### src/rtl/final_schematic_pkg.sv
// Shared constants and helpers for the parking-ticket pricing block.
// Widths, default rates, button weights and the saturating price multiply.
package final_schematic_pkg;

  localparam int unsigned ID_W    = 15;
  localparam int unsigned NUM_IDS = 3;
  localparam int unsigned SN_W    = ID_W * NUM_IDS;
  localparam int unsigned DUR_W   = 4;
  localparam int unsigned VAL_W   = 5;

  localparam int unsigned RATE_A_DEF = 1;
  localparam int unsigned RATE_B_DEF = 2;

  // Duration contributed by each button, in 30-minute units.
  localparam int unsigned W30 = 1;
  localparam int unsigned W1H = 2;
  localparam int unsigned W2H = 4;

  localparam logic [VAL_W-1:0] VAL_MAX = '1;

  // duration * rate, clamped to the largest VAL_W-bit value. Done in 64 bits so
  // any 32-bit rate times a 4-bit duration cannot wrap before the clamp.
  function automatic logic [VAL_W-1:0] satPrice(input logic [DUR_W-1:0] dur,
                                                input int unsigned       rate);
    logic [63:0] prod;
    prod = 64'(dur) * 64'(rate);
    if (prod > 64'(VAL_MAX)) begin
      return VAL_MAX;
    end
    return prod[VAL_W-1:0];
  endfunction

endpackage

### src/rtl/final_schematic_if.sv
// Bus between the pricing block and its environment.
//   master: drives client/button selections, observes the ticket outputs.
//   slave : the pricing block itself.
interface final_schematic_if
  import final_schematic_pkg::*;
();

  logic             ClientA;
  logic             ClientB;
  logic             Button30Min;
  logic             Button1Hour;
  logic             Button2Hours;
  logic [SN_W-1:0]  StudentNumbers;
  logic [DUR_W-1:0] D;
  logic [VAL_W-1:0] ValueToPay;
  logic             P;

  modport master (
    output ClientA, ClientB, Button30Min, Button1Hour, Button2Hours,
    input  StudentNumbers, D, ValueToPay, P
  );

  modport slave (
    input  ClientA, ClientB, Button30Min, Button1Hour, Button2Hours,
    output StudentNumbers, D, ValueToPay, P
  );

endinterface

### src/rtl/final_schematic_price_calc.sv
// Combinational pricing: duration from the additive buttons, client validity,
// and the (saturated) price for the selected client.
// Ports:
//   clientA/clientB           client type selections (exactly one must be set)
//   button30Min/1Hour/2Hours  duration buttons, level-sensitive
//   d                         duration in 30-minute units (0..7, MSB always 0)
//   price                     d * rate of the selected client, clamped to 31
//   valid                     exactly one client and a non-zero duration
module final_schematic_price_calc
  import final_schematic_pkg::*;
#(
  parameter int unsigned RATE_A = RATE_A_DEF,
  parameter int unsigned RATE_B = RATE_B_DEF
) (
  input  logic             clientA,
  input  logic             clientB,
  input  logic             button30Min,
  input  logic             button1Hour,
  input  logic             button2Hours,
  output logic [DUR_W-1:0] d,
  output logic [VAL_W-1:0] price,
  output logic             valid
);

  logic validClient;

  always_comb begin
    d = '0;
    if (button30Min)  d = d + DUR_W'(W30);
    if (button1Hour)  d = d + DUR_W'(W1H);
    if (button2Hours) d = d + DUR_W'(W2H);
  end

  // Both or neither client selected is not a payable selection.
  assign validClient = clientA ^ clientB;
  assign valid       = validClient && (d != '0);

  always_comb begin
    price = '0;
    if (clientA && !clientB) begin
      price = satPrice(d, RATE_A);
    end else if (clientB && !clientA) begin
      price = satPrice(d, RATE_B);
    end
  end

endmodule

### src/rtl/final_schematic.sv
// Parking-ticket pricing block for the bar-code generator.
// Registers duration, amount due and a valid flag one clock after the inputs,
// and drives the constant student-number field for the bar-code encoder.
// Ports:
//   clk  rising-edge clock
//   rst  asynchronous active-high reset, clears D/ValueToPay/P
//   bus  slave side of final_schematic_if (selections in, ticket fields out)
module final_schematic
  import final_schematic_pkg::*;
#(
  parameter logic [ID_W-1:0] STUDENT_ID_0 = '0,
  parameter logic [ID_W-1:0] STUDENT_ID_1 = '0,
  parameter logic [ID_W-1:0] STUDENT_ID_2 = '0,
  parameter int unsigned     RATE_A       = RATE_A_DEF,
  parameter int unsigned     RATE_B       = RATE_B_DEF
) (
  input  logic                clk,
  input  logic                rst,
  final_schematic_if.slave    bus
);

  logic [DUR_W-1:0] dCalc;
  logic [VAL_W-1:0] priceCalc;
  logic             validCalc;

  logic [DUR_W-1:0] dQ;
  logic [VAL_W-1:0] valueQ;
  logic             pQ;

  final_schematic_price_calc #(
    .RATE_A (RATE_A),
    .RATE_B (RATE_B)
  ) u_priceCalc (
    .clientA      (bus.ClientA),
    .clientB      (bus.ClientB),
    .button30Min  (bus.Button30Min),
    .button1Hour  (bus.Button1Hour),
    .button2Hours (bus.Button2Hours),
    .d            (dCalc),
    .price        (priceCalc),
    .valid        (validCalc)
  );

  // D always follows the buttons; amount and flag only for a payable selection.
  always_ff @(posedge clk or posedge rst) begin
    if (rst) begin
      dQ     <= '0;
      valueQ <= '0;
      pQ     <= 1'b0;
    end else begin
      dQ     <= dCalc;
      valueQ <= validCalc ? priceCalc : '0;
      pQ     <= validCalc;
    end
  end

  assign bus.D              = dQ;
  assign bus.ValueToPay     = valueQ;
  assign bus.P              = pQ;
  assign bus.StudentNumbers = {STUDENT_ID_0, STUDENT_ID_1, STUDENT_ID_2};

endmodule

### src/flat_wrapper.sv
// flat-port wrapper written by rule: the top's interface ports become plain ports
module final_schematic_flat import final_schematic_pkg::*;
#(
  parameter logic [ID_W-1:0] STUDENT_ID_0 = '0,
  parameter logic [ID_W-1:0] STUDENT_ID_1 = '0,
  parameter logic [ID_W-1:0] STUDENT_ID_2 = '0,
  parameter int unsigned     RATE_A       = RATE_A_DEF,
  parameter int unsigned     RATE_B       = RATE_B_DEF
)
  (clk, rst, bus_ClientA, bus_ClientB, bus_Button30Min, bus_Button1Hour, bus_Button2Hours, bus_StudentNumbers, bus_D, bus_ValueToPay, bus_P);
  final_schematic_if bus_i ();
  input  logic clk;
  input  logic rst;
  input wire logic [$bits(bus_i.ClientA)-1:0] bus_ClientA;
  input wire logic [$bits(bus_i.ClientB)-1:0] bus_ClientB;
  input wire logic [$bits(bus_i.Button30Min)-1:0] bus_Button30Min;
  input wire logic [$bits(bus_i.Button1Hour)-1:0] bus_Button1Hour;
  input wire logic [$bits(bus_i.Button2Hours)-1:0] bus_Button2Hours;
  output wire logic [$bits(bus_i.StudentNumbers)-1:0] bus_StudentNumbers;
  output wire logic [$bits(bus_i.D)-1:0] bus_D;
  output wire logic [$bits(bus_i.ValueToPay)-1:0] bus_ValueToPay;
  output wire logic [$bits(bus_i.P)-1:0] bus_P;
  assign bus_i.ClientA = bus_ClientA;
  assign bus_i.ClientB = bus_ClientB;
  assign bus_i.Button30Min = bus_Button30Min;
  assign bus_i.Button1Hour = bus_Button1Hour;
  assign bus_i.Button2Hours = bus_Button2Hours;
  assign bus_StudentNumbers = bus_i.StudentNumbers;
  assign bus_D = bus_i.D;
  assign bus_ValueToPay = bus_i.ValueToPay;
  assign bus_P = bus_i.P;
  final_schematic #(.STUDENT_ID_0(STUDENT_ID_0), .STUDENT_ID_1(STUDENT_ID_1), .STUDENT_ID_2(STUDENT_ID_2), .RATE_A(RATE_A), .RATE_B(RATE_B)) u_core (.clk(clk), .rst(rst), .bus(bus_i));
endmodule
### config.mk
export PLATFORM = sky130hd
export DESIGN_NAME = final_schematic_flat
export DESIGN_NICKNAME = d
export VERILOG_FILES = /design/src/rtl/final_schematic_pkg.sv /design/src/rtl/final_schematic_if.sv /design/src/rtl/final_schematic_price_calc.sv /design/src/rtl/final_schematic.sv /design/src/flat_wrapper.sv
export SDC_FILE = /design/constraint.sdc
export NUM_CORES = 1
export LEC_CHECK = 0
export BUFFER_PORTS_ARGS = -buffer_cell sky130_fd_sc_hd__buf_2
export CORE_UTILIZATION = 36
export CTS_CLUSTER_SIZE = 30
export DETAILED_ROUTE_END_ITERATION = 7
export PLACE_DENSITY = 0.79
export SLEW_MARGIN = 10
export SYNTH_ARGS = -nofsm -noshare
export SYNTH_HDL_FRONTEND = slang
export SYNTH_SLANG_ARGS = --single-unit
export TNS_END_PERCENT = 1
### constraint.sdc
create_clock -name clk -period 0.8 [get_ports clk]
set_input_delay 0.08 -clock clk [delete_from_list [all_inputs] [get_ports clk]]
set_output_delay 0.08 -clock clk [all_outputs]
set_load 0.005 [all_outputs]
Yosys cells after proc, flatten, opt, wreduce, memory -nomap -nowiden
Cells that the tools add are included.
{"block": "word_totals", "out_inout_bits": 55, "ff_bits": 10, "n_memories": 0, "mem_bits_rw": 0, "in_bits": 7, "mem_bits_ro": 0, "latchBits": 0, "elab_cells": 24}
{"block": "op_classes", "bitwise": 1, "add_sub_neg": 2, "magnitude_cmp": 1, "div_mod_pow": 0, "shifts": 0, "n_mul": 0, "muxes": 11, "eq_ne": 0, "n_reduce_logical": 6}
{"operator": "5-bit 2-to-1 mux", "n": 5}
{"operator": "4-bit 2-to-1 mux", "n": 2}
{"operator": "5-bit > comparator (second input constant)", "n": 1}
{"operator": "4-bit by 3-bit adder with 4-bit output (second input constant)", "n": 1}
{"operator": "1-bit 2-to-1 mux", "n": 4}
{"operator": "4-bit nonzero test", "n": 1}
{"operator": "1-bit by 2-bit adder with 3-bit output (second input constant)", "n": 1}
{"operator": "1-bit logical AND", "n": 3}
{"operator": "1-bit zero test", "n": 2}
{"operator": "1-bit bitwise XOR", "n": 1}

Logic depth before layout (Yosys ltp)
Gate-level depths: netlist of the first run.
{"block": "depth", "word_depth": 13, "depth_mapped": 4, "ltp_nobuf": 4}

By module
A second synthesis of the first run with hierarchy kept.
{"block": "unflattened", "cells_unflattened": 80, "area_unflattened_um2": 764.5}
{"module": "final_schematic", "area_per_inst_um2": 626.9, "cells_each": 62, "n_inst": 1}
{"module": "final_schematic_price_calc", "area_per_inst_um2": 137.6, "cells_each": 18, "n_inst": 1}

Worst setup path before layout of the first run
Ideal clock, no wire load.
{"block": "synth_path", "path_kind": "in2reg", "start": "input bus_ClientB", "end": "register u_core.valueQ[3] (netlist: u_core.bus.ValueToPay[3])", "path_buffers": 0, "stages": 3, "t_arrival_ns": 0.713, "path_slack_ns": 0.019, "required_ns": 0.733, "cell_sequence": "inv_1 ha_1 and4bb_2"}
{"block": "synth_via", "elab_chain_cells": 4, "word_cells_on_any_way": 8}
{"element": "start: declaration", "line_no": "flat_wrapper.sv:15", "source": "input wire logic [$bits(bus_i.ClientB)-1:0] bus_ClientB;"}
{"element": "1-bit logical AND or 1-bit zero test (tied branches)", "line_no": "final_schematic_price_calc.sv:42, final_schematic_price_calc.sv:40"}
{"element": "5-bit 2-to-1 mux or 1-bit logical AND (tied branches)", "line_no": "final_schematic_price_calc.sv:42, final_schematic_price_calc.sv:40"}
{"element": "5-bit 2-to-1 mux", "line_no": "final_schematic_price_calc.sv:40", "source": "if (clientA && !clientB) begin"}
{"element": "5-bit 2-to-1 mux *", "line_no": "final_schematic.sv:52", "source": "valueQ <= validCalc ? priceCalc : '0;"}
{"element": "end signal: assignment", "line_no": "final_schematic.sv:52"}
{"element": "end: declaration", "line_no": "final_schematic.sv:27", "source": "logic [VAL_W-1:0] valueQ;"}
Every way passes the cells marked *; elsewhere a longest branch is shown, timed or not.

Worst setup path after layout of the first run
{"block": "layout_path", "start": "register u_core.valueQ[2] (netlist: u_core.bus.ValueToPay[2])", "end": "output bus_ValueToPay[2]"}
{"element": "end: declaration", "line_no": "flat_wrapper.sv:21", "source": "output wire logic [$bits(bus_i.ValueToPay)-1:0] bus_ValueToPay;"}
No word-level cell between the ends.

==> impl_metrics.csv, run 1 <==
group,metric,value,unit
status,run_status,"finished clean",
timing,crit_path_time_final,793,ps
worst_setup_path,worst_setup_path_end_kind,"output pin",
timing,final_max_slew_viol_count,0,
clock_network,tritoncts_num_sinks,8,
grt,grt_antenna_before_repair,0,
synthesis,synthesis.area,668,µm²
synthesis,netlist-cell-type-count,12,
synthesis,synth-warning-count,0,
clock_network,post_cts_resize_count,0,
detailed_routing,drt_iter0_markers,4,
synthesis,post-synth-top-area-cell,"buf_4",
worst_setup_path,setup.worst_path.start_class,"flip-flop",
timing,share_of_the_clock_period_used_by_the_worst_path_after_layout,0.992,
die,die_outline_area,2030,µm²
worst_setup_path,timing.critical_path.cells,"buf_2",
clock_network,tritoncts.num_buffers,3,
timing,unrepaired_setup_endpoints_after_global_routing,"yes",
placed_design,pre_cts_slack,-88.3,ps
synthesis,synth_compound_area_frac,0.0150,
grt,grt_max_degree,9,
synthesis,ys_top_cells_by_area,"buf_4 53%, dfrtp_1 30%, ha_1 5.6%",
clock_network,count_of_h_tree_levels_built_during_cts,1,
die,boundaryPins,62,
synthesis,yosys-mux-area-fraction,0,
power,netSwitchingFraction,0.251,
worst_setup_path,cp.buffers_inverters,1,
cells_and_area,insertedDiodeCount,0,
grt,first_global_vias,237,
clock_network,cts_tree,"built",
clock_network,cts_setup_buffers,0,
power,ir_drop,398,µV
cells_and_area,finalCoreUtilization,0.382,
clock_network,cts_root_buf,"clkbuf_4",
timing,finalHoldViolCount,0,
worst_setup_path,cp_slowest_stage_delay,350,ps
power,p_per_area,1330,nW/µm²
grt,globalRouteOverflowTotal,0,
power,share_clk_of_total_power,0.321,
die,die_x,45.1,µm
die,start_util,0.387,
detailed_routing,route.final.wire_length,736,µm
synthesis,synthAdderAreaFrac,0.0562,
timing,timing.final.setup_violations,0,
cells_and_area,final_nets,105,
detailed_routing,viasPerCell,3.21,
detailed_routing,postRouteAntennaNets,0,
power,power.internal,659,µW
worst_setup_path,critPathTopFamily,"flip-flops",
cells_and_area,finalNonFillerCells,118,
clock_network,cts.path.max_buffers,2,
detailed_routing,detail_route.drc_violations,0,
power,cellLeakagePower,0.000411,µW
timing,postLayoutSetupSlackWorst,6.52,ps
clock_network,cts.clk_slew.worst_paths,50,ps
synthesis,postSynthRegisterBits,8,
flow_run,maxCapViolations,0,
die,core_area,1730,µm²
power,netSwitchingPower,220,µW
placed_design,port_buffers,14,
placed_design,placed_area,597,µm²
synthesis,yosysSeqAreaShare,0.300,
synthesis,synthSimpleGateAreaFrac,0.0787,
cells_and_area,final_common_cell,"conb_1",
cells_and_area,layout_common_cells,"47 x conb_1, 14 x buf_2, 8 x dfrtp_1, 4 x dlygate4sd3_1",
cells_and_area,stdcell_area,659,µm²
placed_design,dp.final_hpwl,600,µm
die,vertical_die_dimension,45.1,µm
worst_setup_path,crit_fanout,1,
worst_setup_path,crit_path_top_delay_cell,"dfrtp_1",
placed_design,gp_congestion,0.773,
cells_and_area,drive_gt1_frac,0.204,
synthesis,post_synthesis_cell_count,72,
worst_setup_path,worst-endpoint-arrival,710,ps
worst_setup_path,timing_worst_setup_path_type,"flip-flop to output pin",
grt,grt_first_pass_wirelength,917,µm
synthesis,synth_top_family_by_area,"buffers and inverters",
placed_design,placed_cells_incl_taps,111,
timing,finalHoldWorstSlack,96.8,ps
die,row_count,15,
power,combinationalPowerShare,0.188,
synthesis,synth_top_area_share,0.528,
synthesis,synthesis.area_per_instance,9.28,µm²
detailed_routing,drt-pass1-iter-count,2,
worst_setup_path,cp.required,720,ps
power,power.sequential.fraction,0.490,
hold_path,min-delay-path-class,"input port to flip-flop",
cells_and_area,area.growth.synth_to_final,-1.31,%
synthesis,synth-xor-area-share,0,
detailed_routing,num_vias,379,
timing,fmaxAchievable,1.26,GHz
grt,globalRouteTotalUtil,0.0674,
detailed_routing,post_drt_wl_per_cell,6.24,µm
-- final timing paths --
path                                          start                       end  slack [ps]  cells after the start
worst max-delay path       u_core.bus.ValueToPay[2]         bus_ValueToPay[2]           7                      1
worst min-delay path               bus_Button2Hours  u_core.bus.ValueToPay[2]         100                      3
max in group asynchronous                       rst           u_core.bus.D[2]         280                      3
min in group asynchronous                       rst  u_core.bus.ValueToPay[2]         310                      3
-- layout make-up --
type	count	area, µm²
clock buffer	3	22.5
inverter	3	11.3
timing repair buffer	19	118
tap	25	31.3
multi-input combinational	60	277
fill	180	1070
sequential	8	200
-- stage by stage --
stage	setup TNS (ps)	total power, µW
after CTS	-20.3	890
final	0	879
after global routing	-140	930
after global placement	-148	579
after detailed placement	-317	585
after floorplan	0	695
-- kinds of logic after synthesis --
family	Yosys count
buffers and inverters	50
AO/OA/AOI/OAI	2
flip-flops	8
adder cells (fa/ha/maj)	3
AND/OR/NAND/NOR	8
other	1
-- cell usage after synthesis --
master and number:
a21oi_1 2, and3b_1 1, and4bb_2 1, buf_4 47
conb_1 1, dfrtp_1 8, ha_1 3, inv_1 3
nand2_1 2, nand3b_1 2, nor2_1 1, nor3_1 1
-- power groups by stage --
stage	clock, µW	sequential, µW	combinational [µW]
floorplan	0	442	253
CTS	296	431	163
detailed placement	0	438	147
finish	283	431	165
global placement	0	437	142
global route	303	433	194
-- layer usage --
metal  part of all wire  vias to the layer above  GRT usage
li1                   -                      171          -
met1               0.33                      170     0.0517
met2               0.50                       36      0.116
met3               0.16                        2     0.0200
met4             0.0054                        0     0.0909
met5                  0                        -          0
-- sequential cells by signal, indices dropped and copies added (netlist names) --
name and flops:
u_core.bus.P 1, u_core.bus.D 3, u_core.bus.ValueToPay 4
-- repair_timing --
action,4_1_cts,5_1_grt
hold buffers,4,0
setup endpoints to repair,4,8
endpoints found under the hold margin,11,0
(Power assumes the default switching activity.)
==> run 2: changes to the inputs <==
- PLACE_DENSITY: 0.79 -> 0.77
==> run 2 against run 1 <==
The flow now finishes with violations (setup timing). Clock power up 2%. Non-clock buffer count unchanged. Worst hold slack better by 2.4 ps. Sequential share of layout area unchanged. Total power up 1.3%. Count of clock-buffer cells in the layout unchanged. Wire length up 9.6%. Flip-flop and latch count unchanged. Worst setup slack worse by 7.9 ps. Die area unchanged. Critical path type unchanged. Critical endpoint is now bus_ValueToPay[0].
==> impl_metrics.csv, run 2 (synthesis gave the netlist of run 1 again) <==
group,metric,value,unit
clock_network,cts_tree,"built",
timing,fmaxAchievable,1.25,GHz
timing,crit_path_time_final,801,ps
worst_setup_path,worst-endpoint-arrival,720,ps
timing,final_max_slew_viol_count,0,
detailed_routing,num_vias,377,
worst_setup_path,timing_worst_setup_path_type,"flip-flop to output pin",
cells_and_area,final_common_cell,"conb_1",
power,ir_drop,444,µV
die,row_count,15,
worst_setup_path,worst_setup_path_end_kind,"output pin",
clock_network,count_of_h_tree_levels_built_during_cts,1,
detailed_routing,drt_iter0_markers,3,
worst_setup_path,cp.buffers_inverters,1,
detailed_routing,post_drt_wl_per_cell,6.84,µm
cells_and_area,final_nets,105,
placed_design,gp_congestion,0.799,
clock_network,tritoncts_num_sinks,8,
grt,first_global_vias,263,
grt,grt_antenna_before_repair,0,
die,start_util,0.387,
cells_and_area,area.growth.synth_to_final,-1.31,%
clock_network,post_cts_resize_count,0,
cells_and_area,layout_common_cells,"47 x conb_1, 14 x buf_2, 8 x dfrtp_1, 4 x dlygate4sd3_1",
timing,unrepaired_setup_endpoints_after_global_routing,"yes",
die,die_x,45.1,µm
die,vertical_die_dimension,45.1,µm
cells_and_area,largest_reg_flops,4,
worst_setup_path,crit_fanout,1,
grt,globalRouteTotalUtil,0.0792,
cells_and_area,insertedDiodeCount,0,
worst_setup_path,cp_slowest_stage_delay,350,ps
die,die_outline_area,2030,µm²
worst_setup_path,critPathTopFamily,"flip-flops",
power,p_per_area,1350,nW/µm²
grt,grt_first_pass_wirelength,1.06,mm
placed_design,pre_cts_slack,-112,ps
detailed_routing,detail_route.drc_violations,0,
detailed_routing,route.final.wire_length,807,µm
detailed_routing,postRouteAntennaNets,0,
placed_design,dp.final_hpwl,624,µm
die,boundaryPins,62,
grt,grt_max_degree,9,
clock_network,tritoncts.num_buffers,3,
timing,share_of_the_clock_period_used_by_the_worst_path_after_layout,1.00,
flow_run,maxCapViolations,0,
clock_network,cts_root_buf,"clkbuf_4",
clock_network,cts.clk_slew.worst_paths,50,ps
timing,setup_tns,-1.37,ps
worst_setup_path,cp.required,720,ps
die,core_area,1730,µm²
grt,globalRouteOverflowTotal,0,
detailed_routing,drt-pass1-iter-count,4,
timing,postLayoutSetupSlackWorst,-1.37,ps
status,failed_checks,"setup timing",
placed_design,port_buffers,14,
hold_path,min-delay-path-class,"input port to flip-flop",
status,run_status,"complete, but fails checks",
detailed_routing,viasPerCell,3.19,
clock_network,cts_setup_buffers,0,
cells_and_area,drive_gt1_frac,0.204,
worst_setup_path,timing.critical_path.cells,"buf_2",
clock_network,cts.path.max_buffers,2,
timing,timing.final.setup_violations,1,
worst_setup_path,crit_path_top_delay_cell,"dfrtp_1",
power,cellLeakagePower,0.000411,µW
timing,finalHoldViolCount,0,
worst_setup_path,setup.worst_path.start_class,"flip-flop",
==> run 2: per-layer routing <==
metal	GRT usage	routed length (µm)	up-vias
li1	-	-	171
met1	0.0668	253	163
met2	0.145	403	38
met3	0.0120	115	5
met4	0.0909	34	0
met5	0	0	-
==> run 2: where the power goes <==
| part | switching [µW] | leakage (µW) | internal (µW) | total, µW |
|---|---|---|---|---|
| Combinational | 108 | 0.000296 | 62.5 | 170 |
| Sequential | 3.82 | 0.000102 | 427 | 431 |
| Clock | 119 | 0.0000138 | 170 | 290 |
==> run 2: layout make-up <==
type | count | area [µm²]
inverter | 3 | 11.3
multi-input combinational | 60 | 277
fill | 181 | 1070
clock buffer | 3 | 22.5
tap | 25 | 31.3
timing repair buffer | 19 | 118
sequential | 8 | 200
==> run 2: final timing paths <==
| kind | from | endpoint | cells after the start |
|---|---|---|---|
| max in group asynchronous | rst | u_core.bus.ValueToPay[0] | 3 |
| min | bus_Button1Hour | u_core.bus.ValueToPay[1] | 3 |
| min in group asynchronous | rst | u_core.bus.ValueToPay[2] | 3 |
| max | u_core.bus.ValueToPay[0] | bus_ValueToPay[0] | 1 |
==> run 2: what timing repair did <==
action / CTS / global route
endpoints found under the hold margin: 11 / 0
setup endpoints to repair: 4 / 8
hold buffers: 4 / 0
==> run 2: through the flow <==
stage	cells	cell area [µm²]	total power, µW	util	hold slack, ps
2_1_floorplan	118	841	695	-	-104
3_3_place_gp	111	597	582	0.346	19.3
3_5_place_dp	111	597	586	0.346	26.1
4_1_cts	118	659	895	0.382	93.3
5_1_grt	118	659	941	0.382	128
6_report	118	659	891	0.382	99.1
